===== config.mk =====
export PLATFORM = sky130hd
export DESIGN_NAME = apb_slave_regs_flat
export DESIGN_NICKNAME = d
export VERILOG_FILES = /design/src/rtl/apb_slave_regs_if.sv /design/src/rtl/apb_slave_regs.sv /design/src/flat_wrapper.sv
export SDC_FILE = /design/constraint.sdc
export NUM_CORES = 1
export LEC_CHECK = 0
export ABC_AREA = 1
export BUFFER_PORTS_ARGS = -buffer_cell sky130_fd_sc_hd__buf_2
export CORE_AREA = 4 4 186 188
export DETAILED_ROUTE_END_ITERATION = 12
export DIE_AREA = 0 0 190 192
export GPL_TIMING_DRIVEN = 0
export REMOVE_ABC_BUFFERS = 1
export SLEW_MARGIN = 25
export SYNTH_ARGS = -nofsm -noshare
export SYNTH_HDL_FRONTEND = slang
export SYNTH_SLANG_ARGS = --single-unit

===== constraint.sdc =====
create_clock -name clk -period 5.04 [get_ports clk]
set_input_delay 0.504 -clock clk [delete_from_list [all_inputs] [get_ports clk]]
set_output_delay 0.504 -clock clk [all_outputs]
set_load 0.005 [all_outputs]

===== src/rtl/apb_slave_regs_if.sv =====
// rtl/apb_slave_regs_if.sv - APB link between a requester and the register-block completer
interface apb_slave_regs_if;
  logic        psel_i;
  logic        penable_i;
  logic [31:0] paddr_i;
  logic        pwrite_i;
  logic [31:0] pwdata_i;
  logic        pready_o;
  logic [31:0] prdata_o;
  logic        pslverr_o;

  modport master (
    output psel_i, penable_i, paddr_i, pwrite_i, pwdata_i,
    input  pready_o, prdata_o, pslverr_o
  );

  modport slave (
    input  psel_i, penable_i, paddr_i, pwrite_i, pwdata_i,
    output pready_o, prdata_o, pslverr_o
  );
endinterface


===== src/rtl/apb_slave_regs.sv =====
// rtl/apb_slave_regs.sv - APB completer with NUM_REGS 32-bit registers, fixed wait states, pslverr
module apb_slave_regs #(
  parameter int          NUM_REGS    = 8,
  parameter logic [31:0] BASE_ADDR   = 32'hDEAD_BE00,
  parameter int          WAIT_CYCLES = 2,
  parameter logic [31:0] ID_VALUE    = 32'hA9B0_0001
) (
  input  logic                    clk,
  input  logic                    rst_n,
  apb_slave_regs_if.slave         apb,
  output logic [32*NUM_REGS-1:0]  regs_o,
  output logic [NUM_REGS-1:0]     wr_pulse_o
);
  localparam int IDX_W = $clog2(NUM_REGS);

  typedef enum logic [1:0] {S_IDLE, S_WAIT, S_READY} state_t;

  state_t             state_q, state_d;
  logic [3:0]         cnt_q, cnt_d;
  logic [IDX_W-1:0]   idx_q, idx_dec, idx_sel;
  logic               pwrite_q, err_q, err_dec, err_sel;
  logic               setup, wr_commit;
  logic               pready_q, pslverr_q;
  logic [31:0]        prdata_q;
  logic [NUM_REGS-1:0] wr_pulse_q;
  logic [31:0]        regs_view [NUM_REGS];
  logic               unused_addr_bits;

  assign unused_addr_bits = ^apb.paddr_i[1:0];

  assign setup   = apb.psel_i & ~apb.penable_i;
  assign idx_dec = apb.paddr_i[2 +: IDX_W];
  assign err_dec = (apb.paddr_i[31:2+IDX_W] != BASE_ADDR[31:2+IDX_W])
                 | (apb.pwrite_i & (idx_dec == '0));

  // With zero wait states READY is entered straight from the setup cycle,
  // so the freshly decoded values must be used instead of the latched ones.
  assign idx_sel = (state_q == S_IDLE) ? idx_dec : idx_q;
  assign err_sel = (state_q == S_IDLE) ? err_dec : err_q;

  assign wr_commit = (state_q == S_READY) & apb.psel_i & apb.penable_i & pwrite_q & ~err_q;

  always_comb begin
    state_d = state_q;
    cnt_d   = cnt_q;
    case (state_q)
      S_IDLE: begin
        if (setup) begin
          cnt_d   = 4'(WAIT_CYCLES);
          state_d = (WAIT_CYCLES == 0) ? S_READY : S_WAIT;
        end
      end
      S_WAIT: begin
        if (!apb.psel_i) begin
          state_d = S_IDLE;
        end else begin
          cnt_d = cnt_q - 4'd1;
          if (cnt_q == 4'd1) state_d = S_READY;
        end
      end
      S_READY: state_d = S_IDLE;
      default: state_d = S_IDLE;
    endcase
  end

  always_ff @(posedge clk or negedge rst_n) begin
    if (!rst_n) begin
      state_q    <= S_IDLE;
      cnt_q      <= '0;
      idx_q      <= '0;
      pwrite_q   <= 1'b0;
      err_q      <= 1'b0;
      pready_q   <= 1'b0;
      pslverr_q  <= 1'b0;
      prdata_q   <= '0;
      wr_pulse_q <= '0;
    end else begin
      state_q <= state_d;
      cnt_q   <= cnt_d;
      if (state_q == S_IDLE && setup) begin
        idx_q    <= idx_dec;
        pwrite_q <= apb.pwrite_i;
        err_q    <= err_dec;
      end
      pready_q   <= (state_d == S_READY);
      pslverr_q  <= (state_d == S_READY) & err_sel;
      prdata_q   <= (state_d == S_READY && !err_sel) ? regs_view[idx_sel] : '0;
      wr_pulse_q <= wr_commit ? ({{(NUM_REGS-1){1'b0}}, 1'b1} << idx_q) : '0;
    end
  end

  for (genvar i = 0; i < NUM_REGS; i++) begin : g_reg
    if (i == 0) begin : g_id
      assign regs_view[i] = ID_VALUE;
    end else begin : g_rw
      logic [31:0] r_q;
      always_ff @(posedge clk or negedge rst_n) begin
        if (!rst_n) begin
          r_q <= '0;
        end else if (wr_commit && idx_q == IDX_W'(i)) begin
          r_q <= apb.pwdata_i;
        end
      end
      assign regs_view[i] = r_q;
    end
    assign regs_o[32*i +: 32] = regs_view[i];
  end

  assign apb.pready_o  = pready_q;
  assign apb.pslverr_o = pslverr_q;
  assign apb.prdata_o  = prdata_q;
  assign wr_pulse_o    = wr_pulse_q;
endmodule


===== src/flat_wrapper.sv =====
// flat-port wrapper written by rule: the top's interface ports become plain ports
module apb_slave_regs_flat 
#(
  parameter int          NUM_REGS    = 8,
  parameter logic [31:0] BASE_ADDR   = 32'hDEAD_BE00,
  parameter int          WAIT_CYCLES = 2,
  parameter logic [31:0] ID_VALUE    = 32'hA9B0_0001
)
  (clk, rst_n, regs_o, wr_pulse_o, apb_psel_i, apb_penable_i, apb_paddr_i, apb_pwrite_i, apb_pwdata_i, apb_pready_o, apb_prdata_o, apb_pslverr_o);
  apb_slave_regs_if apb_i ();
  input  logic clk;
  input  logic rst_n;
  output logic [32*NUM_REGS-1:0] regs_o;
  output logic [NUM_REGS-1:0] wr_pulse_o;
  input wire logic [$bits(apb_i.psel_i)-1:0] apb_psel_i;
  input wire logic [$bits(apb_i.penable_i)-1:0] apb_penable_i;
  input wire logic [$bits(apb_i.paddr_i)-1:0] apb_paddr_i;
  input wire logic [$bits(apb_i.pwrite_i)-1:0] apb_pwrite_i;
  input wire logic [$bits(apb_i.pwdata_i)-1:0] apb_pwdata_i;
  output wire logic [$bits(apb_i.pready_o)-1:0] apb_pready_o;
  output wire logic [$bits(apb_i.prdata_o)-1:0] apb_prdata_o;
  output wire logic [$bits(apb_i.pslverr_o)-1:0] apb_pslverr_o;
  assign apb_i.psel_i = apb_psel_i;
  assign apb_i.penable_i = apb_penable_i;
  assign apb_i.paddr_i = apb_paddr_i;
  assign apb_i.pwrite_i = apb_pwrite_i;
  assign apb_i.pwdata_i = apb_pwdata_i;
  assign apb_pready_o = apb_i.pready_o;
  assign apb_prdata_o = apb_i.prdata_o;
  assign apb_pslverr_o = apb_i.pslverr_o;
  apb_slave_regs #(.NUM_REGS(NUM_REGS), .BASE_ADDR(BASE_ADDR), .WAIT_CYCLES(WAIT_CYCLES), .ID_VALUE(ID_VALUE)) u_core (.clk(clk), .rst_n(rst_n), .apb(apb_i), .regs_o(regs_o), .wr_pulse_o(wr_pulse_o));
endmodule

==> Yosys cells after proc, flatten, opt, wreduce, memory -nomap -nowiden <==
Index checks and enable logic that the tools add are counted.
{ "totals": {"regBits": 277, "in_bits": 69, "out_inout_bits": 298, "wordCells": 72} }
{ "classes": {"n_addsub": 1, "n_lt_le_gt_ge": 1, "eq_ne": 14, "n_shift": 1, "mux": 14, "bitwise_logic": 11, "reduce_logical": 14} }
{ "ops": {"columns": ["cell", "count"], "rows": [
  ["32-bit binary-select mux with 3-bit select", 1],
  ["32-bit 2-to-1 mux", 3],
  ["27-bit != test (second input constant)", 1],
  ["3-bit equality test (second input constant)", 4],
  ["1-bit logical AND", 9],
  ["4-bit 2-to-1 mux", 2],
  ["8-bit 2-to-1 mux", 1],
  ["4-bit one-hot mux with 2 select lines", 1],
  ["1-bit by 3-bit << shifter with 8-bit output (first input constant)", 1],
  ["1-bit bitwise AND", 7],
  ["3-bit by 2-bit equality test with 1-bit output (second input constant)", 2],
  ["2-bit 2-to-1 mux", 3],
  ["2-bit equality test (second input constant)", 2],
  ["4-bit by 1-bit equality test with 1-bit output (second input constant)", 1],
  ["4-bit greater-or-equal comparator (second input constant)", 1],
  ["3-bit NOT with 4-bit output", 1],
  ["2-bit one-hot mux with 2 select lines", 1],
  ["4-bit by 1-bit subtractor with 4-bit output (second input constant)", 1],
  ["3-bit by 1-bit equality test with 1-bit output (second input constant)", 1],
  ["3-bit zero test", 1],
  ["3-bit 2-to-1 mux", 1],
  ["3-bit AND reduction", 1],
  ["2-bit by 1-bit equality test with 1-bit output (second input constant)", 1],
  ["2-bit zero test", 1],
  ["other kinds (7)", 8]
]} }

==> Depth between registers and ports, before layout <==
Gate-level depths: netlist of the first run.
{ "logic_depth": {"word_depth": 7, "mapped_depth": 11, "ltp_nobuf": 10} }

==> Least setup slack after synthesis of the first run <==
No wires, ideal clock.
{ "synth_timing": {"kind": "input to register", "from": "in apb_psel_i", "to": "reg u_core.g_reg[5].g_rw.r_q[24]", "setup_ps": 133, "arrival_time_ps": 1570, "required_time_ps": 4907, "setup_slack_ps": 3337, "cell_stages": 8, "n_path_buf": 2, "path_cell_list": "inv_1 nor2_1 nand3_2 or2_1 buf_2 buf_2 nand2_1 o21ai_0"} }
{ "synth_between": {"elab_chain_len": 5} }
{ "synth_rtl": {"columns": ["element", "line_no", "source"], "rows": [
  ["start, declared", "flat_wrapper.sv:15", "input wire logic [$bits(apb_i.psel_i)-1:0] apb_psel_i;"],
  ["1-bit bitwise AND (4 in series)", "apb_slave_regs.sv:41", "assign wr_commit = (state_q == S_READY) & apb.psel_i & apb.penable_i & pwrite_q & ~err_q;"],
  ["1-bit logical AND", "apb_slave_regs.sv:100", "end else if (wr_commit && idx_q == IDX_W'(i)) begin"],
  ["end signal, assigned", "apb_slave_regs.sv:101", "r_q <= apb.pwdata_i;"],
  ["end, declared", "apb_slave_regs.sv:96", "logic [31:0] r_q;"]
]} }
No other way between the ends.
A chain may end at the register's enable or synchronous reset.

==> Worst setup path in the final report of the first run <==
{ "layout_timing": {"from": "reg u_core.state_q[0]", "to": "reg u_core.prdata_q[27] (netlist: u_core.apb.prdata_o[27])"} }
{ "layout_between": {"elab_chain_len": 7, "elab_cells_between_ends": 16, "classes_between": "eq/ne: 2; mux: 10; bitwise: 1; reduce/logical: 3"} }
{ "layout_rtl": {"columns": ["element", "line_no", "source"], "rows": [
  ["start, declared", "apb_slave_regs.sv:18", "state_t state_q, state_d;"],
  ["start signal, assigned", "apb_slave_regs.sv:78", "state_q <= state_d;"],
  ["2-bit zero test", "apb_slave_regs.sv:38, apb_slave_regs.sv:39, apb_slave_regs.sv:46", null],
  ["3-bit 2-to-1 mux", "apb_slave_regs.sv:38", "assign idx_sel = (state_q == S_IDLE) ? idx_dec : idx_q;"],
  ["3-bit NOT with 4-bit output (not written as such)", "apb_slave_regs.sv:87", "prdata_q <= (state_d == S_READY && !err_sel) ? regs_view[idx_sel] : '0;"],
  ["32-bit binary-select mux with 3-bit select", "apb_slave_regs.sv:87", null],
  ["32-bit 2-to-1 mux (not written as such) (2 in series)", "apb_slave_regs.sv:87", null],
  ["32-bit 2-to-1 mux (*)", "apb_slave_regs.sv:87", null],
  ["end signal, assigned", "apb_slave_regs.sv:87", null],
  ["end, declared", "apb_slave_regs.sv:24", "logic [31:0] prdata_q;"]
]} }
Mark *: on every way between the ends. The rest lies on a longest branch, timed or not. The select of a mux whose other input is x is not followed.

==> results.ini, run 1 <==
[cells_and_area]
drive_gt1_share_pct = 21.50
layout_commonest_cell = sky130_fd_sc_hd__nand2_1
finished_cell_area_sq_um = 16430
final_net_count = 2041
layout_common_cells = sky130_fd_sc_hd__nand2_1, sky130_fd_sc_hd__buf_2, sky130_fd_sc_hd__dfrtp_1
num-fill-cells = 3251
syn2layout_area_growth_pct = 26.65
postLayoutCoreUtil_pct = 49.63
layout.cells.non_filler = 2441

[detailed_routing]
drt_iter0_drc = 724
vias = 11862
antenna_left = 0
wire_per_inst_microns = 17.88
via_per_inst = 4.859
dr.pass1.iters = 5
drc = 0
finalWirelength_microns = 43630

[flow_run]
maxCapViolations = 0

[logic_synthesis]
number_of_synthesized_register_bits = 277
synth_sequential_area_ratio_pct = 53.42
ys_top_cells_by_area = sky130_fd_sc_hd__dfrtp_1, sky130_fd_sc_hd__nand2_1, sky130_fd_sc_hd__nand3_1, sky130_fd_sc_hd__o21ai_0, sky130_fd_sc_hd__inv_1
post-synth-top-area-fraction_pct = 53.42
synthDistinctLibCells = 25
synth_top_area_cell = sky130_fd_sc_hd__dfrtp_1
syn-mean-instance-area_sq_um = 7.737
yosys_warnings = 0
postSynthCellCount = 1677
mappedNetlistArea_sq_um = 12970

[power]
comb_power_share_pct = 22.3
power_frac_clock_pct = 40.1
power_per_cell_area_nw_per_um2 = 371.9
net-switching-power_uw = 1900
vdd_ir_drop_max_uv = 211.0
p_int_uw = 4212
power_frac_seq_pct = 37.6
power_switching_share_pct = 31.09
power.total_uw = 6112
leakagePower_uw = 0.008842

[global_route]
grt.overflow.total = 0
pin_count_of_the_biggest_net_entering_global_routing = 89
grt_antenna_before_repair = 3
first_global_vias = 11440
globalRouteTotalUtil_pct = 23.47
first_pass_grt_wire_length_microns = 66890

[clock_network]
cts-buffers-inserted = 34
cts_buffer_depth = 3
insertion_delay_ns = 0.51
worst_setup_hold_path_clk_slew_ns = 0.06
clock_tree.root_cell = sky130_fd_sc_hd__clkbuf_16
tritoncts_clock_tree = yes
count_of_clock_tree_sinks = 277
cts.htree.levels = 2
cts_setup_buffers = 0

[setup_path]
critical_path_required_ns = 5.45
cp_max_fo = 34
worst_setup_path_startpoint = u_core.state_q[0]
r2r-start = u_core.state_q[0]
crit_arrival_ns = 3.17
worst-setup-path-type = flip-flop to flip-flop
critical_path_start_type = flip-flop
crit_path_end_kind = flip-flop

[sta]
max_slew_headroom_pct = 39.49
slew_viol_final = 0
grt_setup_unrepaired = false
layout_worst_path_cycle_share_pct = 54.77
fmax_mhz = 362.3
fin_crit_ns = 2.760
final.setup_skew_ns = 0.01332
timing.final.hold_violations = 0
max_slew.worst_pin.slew_ns = 0.9054
tns_ns = 0
setup_viol_count_final = 0

[place]
dp.cells = 2381
hpwlAfterDp_microns = 28260
placement.cell_area_sq_um = 15290
placer_s_final_routability_congestion_estimate = 0.8083
numPortBuffers = 332

[die]
die_height_microns = 192
initial_utilization_pct = 39.18
placementRows = 67
fp.dieArea_sq_um = 36480
fp.coreArea_sq_um = 33110
number_of_top_level_pins = 367
die_width_microns = 190

[worst_hold_path]
min-delay-start = apb_paddr_i[3]
min-delay-path-class = input pin to flip-flop

[status]
result_of_the_run = complete, no violations

layout make-up:
cell class / count / area, sq um / share of cell area (%)
Antenna cell: 2 / 5.005 / 0.03046
Clock buffer: 53 / 1076 / 6.548
Clock inverter: 4 / 48.80 / 0.2969
Inverter: 190 / 713.2 / 4.340
Multi-Input combinational cell: 1112 / 4898 / 29.81
Sequential cell: 277 / 6932 / 42.18
Tap cell: 448 / 560.5 / 3.411
Timing Repair Buffer: 355 / 2200 / 13.39
cells by family after synthesis:
kind of cell | share of synthesized area (%)
compound gates | 9.933
fa+ha+maj | 0.1928
buf+inv | 10.59
flops | 53.42
other cells | 0.05788
simple gates | 25.81
critical path, cell delays in order, from the launching register on:
cell                      delay [ns]
sky130_fd_sc_hd__dfrtp_1        0.46
sky130_fd_sc_hd__nor2_4         0.31
sky130_fd_sc_hd__nand2_1        0.62
sky130_fd_sc_hd__nand2_4        0.80
sky130_fd_sc_hd__nor2_1         0.08
sky130_fd_sc_hd__nand2_1        0.08
sky130_fd_sc_hd__nand2_1        0.05
sky130_fd_sc_hd__nand2_1        0.05
sky130_fd_sc_hd__nand2_1        0.05
sky130_fd_sc_hd__nor2_1         0.14
routing by layer:
metal / routed length, microns / up-vias / global-route usage [%]
met2: 20490 / 410 / 38.68
met3: 3405 / 88 / 5.471
met4: 1446 / 2 / 8.876
met5: 7 / - / 0
li1: - / 5775 / -
met1: 18280 / 5587 / 30.25
flip-flops by register name, indices dropped and copies added, names as in the netlist:
register / count
u_core.idx_q: 3
u_core.apb.prdata_o: 32
u_core.apb.pslverr_o: 1
u_core.err_q: 1
u_core.state_q: 2
u_core.apb.pready_o: 1
u_core.pwrite_q: 1
u_core.cnt_q: 4
u_core.g.g_rw.r_q: 224
u_core.wr_pulse_o: 8
worst paths after layout:
| check | end | slack [ns] | cells after the start |
|---|---|---|---|
| setup / recovery | u_core.apb.prdata_o[27] | 2.28 | 9 |
| hold / removal | u_core.idx_q[1] | 0.24 | 3 |
| max in group asynchronous | u_core.g_reg[6].g_rw.r_q[7] | 3.42 | 4 |
| setup reg to reg | u_core.apb.prdata_o[27] | 2.28 | 9 |
| min in group asynchronous | u_core.g_reg[7].g_rw.r_q[31] | 0.47 | 2 |
| hold reg to reg | u_core.pwrite_q | 0.48 | 2 |
metrics by stage:
stage,hold slack (ns),setup WS (ns)
floorplan,0.2084,0.5410
global placement,0.4635,-3.973
detailed placement,0.4135,2.302
CTS,0.2170,2.289
global route,0.2301,2.053
finish,0.2449,2.280
timing repair:
action,in CTS,in global routing
gates resized for setup,0,0
hold buffers,1,0
hold endpoints to repair,45,0
endpoints found under the setup margin,0,0
synthesized netlist by cell type:
library cell / count
sky130_fd_sc_hd__nor3_4: 1
sky130_fd_sc_hd__nand2_1: 467
sky130_fd_sc_hd__or2_1: 4
sky130_fd_sc_hd__clkbuf_1: 41
sky130_fd_sc_hd__inv_2: 1
sky130_fd_sc_hd__ha_1: 2
sky130_fd_sc_hd__o21ai_1: 110
sky130_fd_sc_hd__nand4_2: 1
sky130_fd_sc_hd__dfrtp_1: 277
sky130_fd_sc_hd__nor2_1: 179
sky130_fd_sc_hd__o21ai_0: 144
sky130_fd_sc_hd__nand3_2: 2
sky130_fd_sc_hd__nand2_2: 1
sky130_fd_sc_hd__nand4_1: 4
sky130_fd_sc_hd__nor3_1: 5
sky130_fd_sc_hd__nand3_1: 155
sky130_fd_sc_hd__conb_1: 2
sky130_fd_sc_hd__a22oi_1: 1
sky130_fd_sc_hd__inv_1: 189
sky130_fd_sc_hd__buf_1: 7
sky130_fd_sc_hd__a21oi_1: 2
sky130_fd_sc_hd__buf_4: 32
sky130_fd_sc_hd__buf_2: 48
sky130_fd_sc_hd__and3_1: 1
sky130_fd_sc_hd__nor2_4: 1
power groups by stage:
| stage | clock (uW) | sequential, uW | combinational [uW] |
|---|---|---|---|
| finish | 2450 | 2300 | 1360 |
| global route | 2600 | 2310 | 1520 |
| floorplan | 0 | 2330 | 827 |
| CTS | 2500 | 2300 | 1370 |
| detailed placement | 0 | 2340 | 1360 |
| global placement | 0 | 2340 | 1370 |
Note: power is estimated with default switching activity, not from simulation.
==> run 2: changes to the inputs <==
==> constraint.sdc (replaced) <==
create_clock -name clk -period 2.7 [get_ports clk]
set_input_delay 0.27 -clock clk [delete_from_list [all_inputs] [get_ports clk]]
set_output_delay 0.27 -clock clk [all_outputs]
set_load 0.005 [all_outputs]
==> run 2 against run 1 <==
  * Total power up 87%
  * Clock power up 87%
  * Combinational power up 87%
==> results.ini, run 2 (synthesis results as in run 1) <==
[clock_network]
cts.htree.levels = 2  ; unchanged
cts_buffer_depth = 3  ; unchanged
worst_setup_hold_path_clk_slew_ns = 0.06  ; about the same
insertion_delay_ns = 0.50  ; about the same
tritoncts_clock_tree = yes
cts_setup_buffers = 0  ; unchanged
cts-buffers-inserted = 34  ; unchanged
clock_tree.root_cell = sky130_fd_sc_hd__clkbuf_16
count_of_clock_tree_sinks = 277  ; unchanged

[setup_path]
crit_path_end_kind = flip-flop
cell_type_of_the_slowest_stage_on_the_worst_timing_path = sky130_fd_sc_hd__inv_4
critical_path_required_ns = 3.13  ; -2.32 ns
critical_path.reg2reg.endpoint = u_core.apb.prdata_o[28]
critical_path_cell_sequence = inv_1, ha_1, nand3_1, a21oi_1, nand4_2, inv_4, nand2_1, nor2_1
worst_path_largest_cell_delay_ns = 0.53  ; -0.27 ns
crit_arrival_ns = 2.74  ; -0.43 ns
worst-setup-path-type = flip-flop to flip-flop
setup.reg_to_reg.worst_slack_ns = 0.39  ; -1.89 ns
cp_max_fo = 23  ; -32%
critical_path_start_type = flip-flop
worstPathBufferInverterCount = 2  ; +2
timing.critical_path.max_delay_family = simple AND/OR/NAND/NOR gates
path_depth_of_the_worst_reg2reg_path = 8  ; -1
r2r-start = u_core.cnt_q[1]

[detailed_routing]
antenna_left = 0  ; unchanged
vias = 11925  ; +0.53%
drt_iter0_drc = 705  ; -2.6%
drc = 0  ; unchanged
via_per_inst = 4.883  ; +0.49%
wire_per_inst_microns = 17.88  ; about the same
dr.pass1.iters = 5  ; unchanged
finalWirelength_microns = 43670  ; about the same

[cells_and_area]
syn2layout_area_growth_pct = 26.84
regMostFlops = u_core.g.g_rw.r_q
finished_cell_area_sq_um = 16460  ; +0.14%
num-fill-cells = 3248  ; -0.092%
largest_reg_flops = 224  ; unchanged
layout_commonest_cell = sky130_fd_sc_hd__nand2_1
final_net_count = 2042  ; +0.049%
layout_common_cells = sky130_fd_sc_hd__nand2_1, sky130_fd_sc_hd__buf_2, sky130_fd_sc_hd__dfrtp_1
drive_gt1_share_pct = 21.54  ; +0.039 points

[power]
power_frac_seq_pct = 37.6  ; about the same
power.total_uw = 11410  ; +87%
p_int_uw = 7866  ; +87%
net-switching-power_uw = 3543  ; +86%
power_switching_share_pct = 31.05  ; -0.033 points
vdd_ir_drop_max_uv = 392.2  ; +86%
power_frac_clock_pct = 40.1  ; about the same
leakagePower_uw = 0.008846  ; about the same
comb_power_share_pct = 22.3  ; about the same
power_per_cell_area_nw_per_um2 = 693.2  ; +86%

[flow_run]
maxCapViolations = 0  ; unchanged

[global_route]
first_pass_grt_wire_length_microns = 66920  ; about the same
first_global_vias = 11438  ; -0.017%
grt.overflow.total = 0  ; unchanged
pin_count_of_the_biggest_net_entering_global_routing = 89  ; unchanged
grt_antenna_before_repair = 3  ; unchanged
globalRouteTotalUtil_pct = 23.49  ; about the same

[sta]
max_slew.worst_pin.slew_ns = 0.7346  ; -0.1708 ns
fin_crit_ns = 2.313  ; -0.4473 ns
final.setup_skew_ns = 0.01240  ; -0.0009175 ns
grt_setup_unrepaired = false
max_slew_headroom_pct = 50.85  ; +11 points
tns_ns = 0  ; unchanged
slew_viol_final = 0  ; unchanged
setup_viol_count_final = 0  ; unchanged
layout_worst_path_cycle_share_pct = 85.67  ; +31 points
timing.final.hold_violations = 0  ; unchanged
fmax_mhz = 432.3  ; +19%
worst_slack_ns = 0.3869  ; -1.893 ns

[die]
fp.coreArea_sq_um = 33110  ; unchanged
placementRows = 67  ; unchanged
die_height_microns = 192  ; unchanged
die_width_microns = 190  ; unchanged
number_of_top_level_pins = 367  ; unchanged
fp.dieArea_sq_um = 36480  ; unchanged
initial_utilization_pct = 39.18  ; unchanged

[worst_hold_path]
min-delay-path-class = input pin to flip-flop
timing.hold.worst_endpoint = u_core.pwrite_q
min-delay-start = apb_pwrite_i
timing.hold.worst_path_depth = 3  ; unchanged

[place]
dp_slack_ns = -0.03794  ; -2.340 ns
numPortBuffers = 332  ; unchanged
placer_s_final_routability_congestion_estimate = 0.8083  ; unchanged
hpwlAfterDp_microns = 28260  ; unchanged
placement.cell_area_sq_um = 15290  ; unchanged

[status]
result_of_the_run = complete, no violations

==> run 2: per-stage QoR <==
step	utilization [%]	hold WS, ns	cells
6_report	49.70	0.03715	2442
5_1_grt	49.70	0.03600	2442
4_1_cts	49.67	0.01474	2440
3_5_place_dp	46.19	0.1795	2381
3_3_place_gp	44.24	0.4635	2359
2_1_floorplan	-	-0.02559	1579
==> run 2: power by group through the flow <==
stage	Clock [uW]	Combinational [uW]	Sequential, uW
floorplan	0	1540	4350
global placement	0	2560	4360
finish	4570	2540	4290
CTS	4670	2560	4290
global route	4850	2850	4300
detailed placement	0	2540	4370
==> run 2: layer usage <==
layer	vias to the layer above	track usage (%)	part of all wire (%)
met4	2	8.876	3.1
met5	-	0	0.016
met2	431	38.75	47
met3	84	5.416	7.9
li1	5789	-	-
met1	5619	30.28	42
==> run 2: tightest hold or removal path, stage by stage <==
cell                      delay (ns)
sky130_fd_sc_hd__buf_2          0.11
sky130_fd_sc_hd__nand2_1        0.07
sky130_fd_sc_hd__nand2_1        0.06
==> run 2: cell type report <==
class                   count  area (sq um)  area share, %
diodes                      2         5.005        0.03041
clock buffers              53          1076          6.538
clock inverters             4         48.80         0.2965
inverters                 190         715.7          4.349
multi-input cells        1112          4910          29.83
flip-flops and latches    277          6932          42.12
well taps                 448         560.5          3.406
repair buffers            356          2210          13.43
==> run 2: how the worst max path moves through the flow <==
stage                      startpoint  cells after the start                      end  slack (ns)
detailed placement  u_core.state_q[0]                      9  u_core.apb.prdata_o[21]       -0.04
finish                u_core.cnt_q[1]                      8  u_core.apb.prdata_o[28]        0.39
CTS                 u_core.state_q[0]                      9  u_core.apb.prdata_o[27]         0.1
global route          u_core.cnt_q[1]                      8  u_core.apb.prdata_o[26]        0.11
global placement    u_core.state_q[0]                      7  u_core.apb.prdata_o[21]       -6.31
floorplan           u_core.state_q[0]                      7   u_core.apb.prdata_o[0]       -1.80
==> run 2: what timing repair did <==
item	in CTS	in global routing
hold buffers	2	0
endpoints found under the setup margin	6	30
hold endpoints to repair	46	0
gates resized for setup	1	3
==> run 3: changes to the inputs <==
--- a/config.mk
+++ b/config.mk
@@ -7,9 +7,9 @@
 export LEC_CHECK = 0
 export ABC_AREA = 1
 export BUFFER_PORTS_ARGS = -buffer_cell sky130_fd_sc_hd__buf_2
-export CORE_AREA = 4 4 186 188
+export CORE_AREA = 3 3 185 187
 export DETAILED_ROUTE_END_ITERATION = 12
-export DIE_AREA = 0 0 190 192
+export DIE_AREA = 0 0 188 190
 export GPL_TIMING_DRIVEN = 0
 export REMOVE_ABC_BUFFERS = 1
 export SLEW_MARGIN = 25
==> constraint.sdc (replaced) <==
create_clock -name clk -period 2.51 [get_ports clk]
set_input_delay 0.251 -clock clk [delete_from_list [all_inputs] [get_ports clk]]
set_output_delay 0.251 -clock clk [all_outputs]
set_load 0.005 [all_outputs]
==> run 3 against run 2 <==
  * Critical path depth grew 2
  * Sequential power up 7.7%
  * Clock power shrank 3%
  * Final area shrank 0.54%
  * Flip-flop and latch count unchanged
  * Non-clock buffer count up 6
  * First-iteration DRC count increased by 19%
  * Die area down 2.1%
  * Cell count shrank 0.20%
  * Clock skew hardly changed
  * Largest cell class unchanged
==> results.ini, run 3 (synthesis results as in run 1) <==
[die]
number_of_top_level_pins = 367  ; unchanged
die_height_microns = 190  ; -1.0%
die_width_microns = 188  ; -1.1%
placementRows = 66  ; -1.5%
initial_utilization_pct = 39.78  ; +0.59 points
fp.coreArea_sq_um = 32620  ; -1.5%
fp.dieArea_sq_um = 35720  ; -2.1%

[sta]
timing.final.hold_violations = 0  ; unchanged
grt_setup_unrepaired = false
worst_slack_ns = 0.1983  ; -0.1885 ns
max_slew.worst_pin.slew_ns = 0.7191  ; -0.01546 ns
slew_viol_final = 0  ; unchanged
max_slew_headroom_pct = 51.88  ; +1.0 points
fmax_mhz = 432.6  ; about the same
layout_worst_path_cycle_share_pct = 92.10  ; +6.4 points
setup_viol_count_final = 0  ; unchanged
final.setup_skew_ns = 0.01245  ; +0.00005090 ns
fin_crit_ns = 2.312  ; -0.001473 ns

[place]
placer_s_final_routability_congestion_estimate = 0.8236  ; +1.9%
hpwlAfterDp_microns = 28390  ; +0.47%
dp.cells = 2375  ; -0.25%
numPortBuffers = 332  ; unchanged
dp_slack_ns = -0.2639  ; -0.2260 ns

[clock_network]
cts-buffers-inserted = 31  ; -8.8%
tritoncts_clock_tree = yes
worst_setup_hold_path_clk_slew_ns = 0.06  ; about the same
insertion_delay_ns = 0.56  ; +0.06 ns
count_of_clock_tree_sinks = 277  ; unchanged
cts_buffer_depth = 3  ; unchanged
cts.htree.levels = 1  ; -1
clock_tree.root_cell = sky130_fd_sc_hd__clkbuf_16

[detailed_routing]
wire_per_inst_microns = 17.83  ; -0.28%
finalWirelength_microns = 43460  ; -0.48%
vias = 11885  ; -0.34%
drt_iter0_drc = 838  ; +19%
dr.pass1.iters = 5  ; unchanged
via_per_inst = 4.877  ; -0.13%
antenna_left = 0  ; unchanged
drc = 0  ; unchanged

[worst_hold_path]
timing.hold.worst_endpoint = u_core.g_reg[7].g_rw.r_q[25]
min-delay-path-class = input pin to flip-flop
min-delay-start = apb_pwdata_i[25]
timing.hold.worst_path_depth = 3  ; unchanged

[setup_path]
critical_path_cell_sequence = nor2_4, buf_4, nand2_2, nand2_8, nor2_1, nand2_1, nand2_1, nand2_1, nand2_1, nor2_1
timing.critical_path.max_delay_family = simple AND/OR/NAND/NOR gates
cell_type_of_the_slowest_stage_on_the_worst_timing_path = sky130_fd_sc_hd__nand2_8
critical_path_start_type = flip-flop
critical_path_required_ns = 2.99  ; -0.14 ns
worstPathBufferInverterCount = 1  ; -1
crit_path_end_kind = flip-flop
crit_arrival_ns = 2.79  ; +0.05 ns
r2r-start = u_core.state_q[0]
critical_path.reg2reg.endpoint = u_core.apb.prdata_o[23]
worst_path_largest_cell_delay_ns = 0.48  ; -0.05 ns
setup.reg_to_reg.worst_slack_ns = 0.20  ; -0.19 ns
cp_common_cell = sky130_fd_sc_hd__nand2_1
path_depth_of_the_worst_reg2reg_path = 10  ; +2
cp_max_fo = 34  ; +48%
worst-setup-path-type = flip-flop to flip-flop

[global_route]
grt.overflow.total = 0  ; unchanged
first_global_vias = 11212  ; -2.0%
grt_antenna_before_repair = 1  ; -2
first_pass_grt_wire_length_microns = 66360  ; -0.85%
globalRouteTotalUtil_pct = 23.65  ; +0.16 points
pin_count_of_the_biggest_net_entering_global_routing = 88  ; -1.1%

[status]
result_of_the_run = complete, no violations

[power]
power.total_uw = 11800  ; +3.5%
leakagePower_uw = 0.008795  ; -0.58%
vdd_ir_drop_max_uv = 547.6  ; +40%
power_per_cell_area_nw_per_um2 = 721.2  ; +4.0%

[cells_and_area]
number_of_antenna_cells_inserted = 0  ; -2
layout.cells.non_filler = 2437  ; -0.20%
drive_gt1_share_pct = 21.40  ; -0.13 points
largest_reg_flops = 224  ; unchanged
layout_common_cells = sky130_fd_sc_hd__nand2_1, sky130_fd_sc_hd__buf_2, sky130_fd_sc_hd__dfrtp_1
regMostFlops = u_core.g.g_rw.r_q
final_net_count = 2045  ; +0.15%
layout_commonest_cell = sky130_fd_sc_hd__nand2_1
syn2layout_area_growth_pct = 26.15

[flow_run]
maxCapViolations = 0  ; unchanged

## run 3: cell types whose count changed in the layout (fill, tap and decap cells not counted), sizes merged
cell,before,now
clkinv,2,4
clkbuf,53,48
dlygate4sd3,2,6
clkinvlp,0,1
inv,191,190
diode,2,0
buf,354,356
## run 3: how the worst max path moves through the flow
stage	startpoint	to	slack, ns	cells after the start
global placement	u_core.state_q[0]	u_core.apb.prdata_o[21]	-6.56	7
finish	u_core.state_q[0]	u_core.apb.prdata_o[23]	0.20	10
floorplan	u_core.state_q[0]	u_core.apb.prdata_o[0]	-1.99	7
detailed placement	u_core.state_q[0]	u_core.apb.prdata_o[23]	-0.26	9
CTS	u_core.state_q[0]	u_core.apb.prdata_o[15]	0.04	9
global route	u_core.state_q[0]	u_core.apb.prdata_o[22]	0.02	10
## run 3: where the power goes
| group | total [uW] | leakage (uW) | internal (uW) | switching [uW] |
|---|---|---|---|---|
| Clock | 4440 | 0.000487 | 2620 | 1820 |
| Sequential | 4620 | 0.00386 | 4550 | 71.6 |
| Combinational | 2750 | 0.00445 | 881 | 1870 |
| Total | 11800 | 0.00880 | 8050 | 3760 |
## run 3: timing repair
action,4_1_cts,5_1_grt
resized for setup,4,3
endpoints found under the hold margin,76,0
endpoints found under the setup margin,32,27
pin swaps,0,1
setup buffers,0,2
hold buffers,6,0
## run 3: per-layer routing
layer	vias up	GRT usage, %	wire length [microns]
met5	-	0	13
met4	2	7.215	1494
met3	82	4.570	3078
met2	428	40.24	20500
met1	5585	30.74	18380
li1	5788	-	-
## run 3: per-stage QoR
stage	TNS [ns]	cell area [sq um]	utilization, %	hold slack [ns]
floorplan	-59.36	12430	-	-0.04459
global placement	-1550.61	14640	44.89	0.4613
detailed placement	-5.843	15260	46.79	0.2847
CTS	0	16340	50.08	0.001343
global route	0	16370	50.18	0.03912
finish	0	16370	50.18	0.02147
## run 3: worst min-delay path, cell delays in order
cell                      delay [ns]
sky130_fd_sc_hd__buf_2          0.08
sky130_fd_sc_hd__inv_1          0.08
sky130_fd_sc_hd__o21ai_1        0.13
## run 3: final cells by class
cell class / instances / area, sq um
Tap cell: 442 / 553.0
Timing Repair Buffer: 362 / 2247
Fill cell: 3209 / 16250
Clock inverter: 6 / 61.31
Inverter: 190 / 718.2
Multi-Input combinational cell: 1112 / 4927
Clock buffer: 48 / 929.6
Sequential cell: 277 / 6932
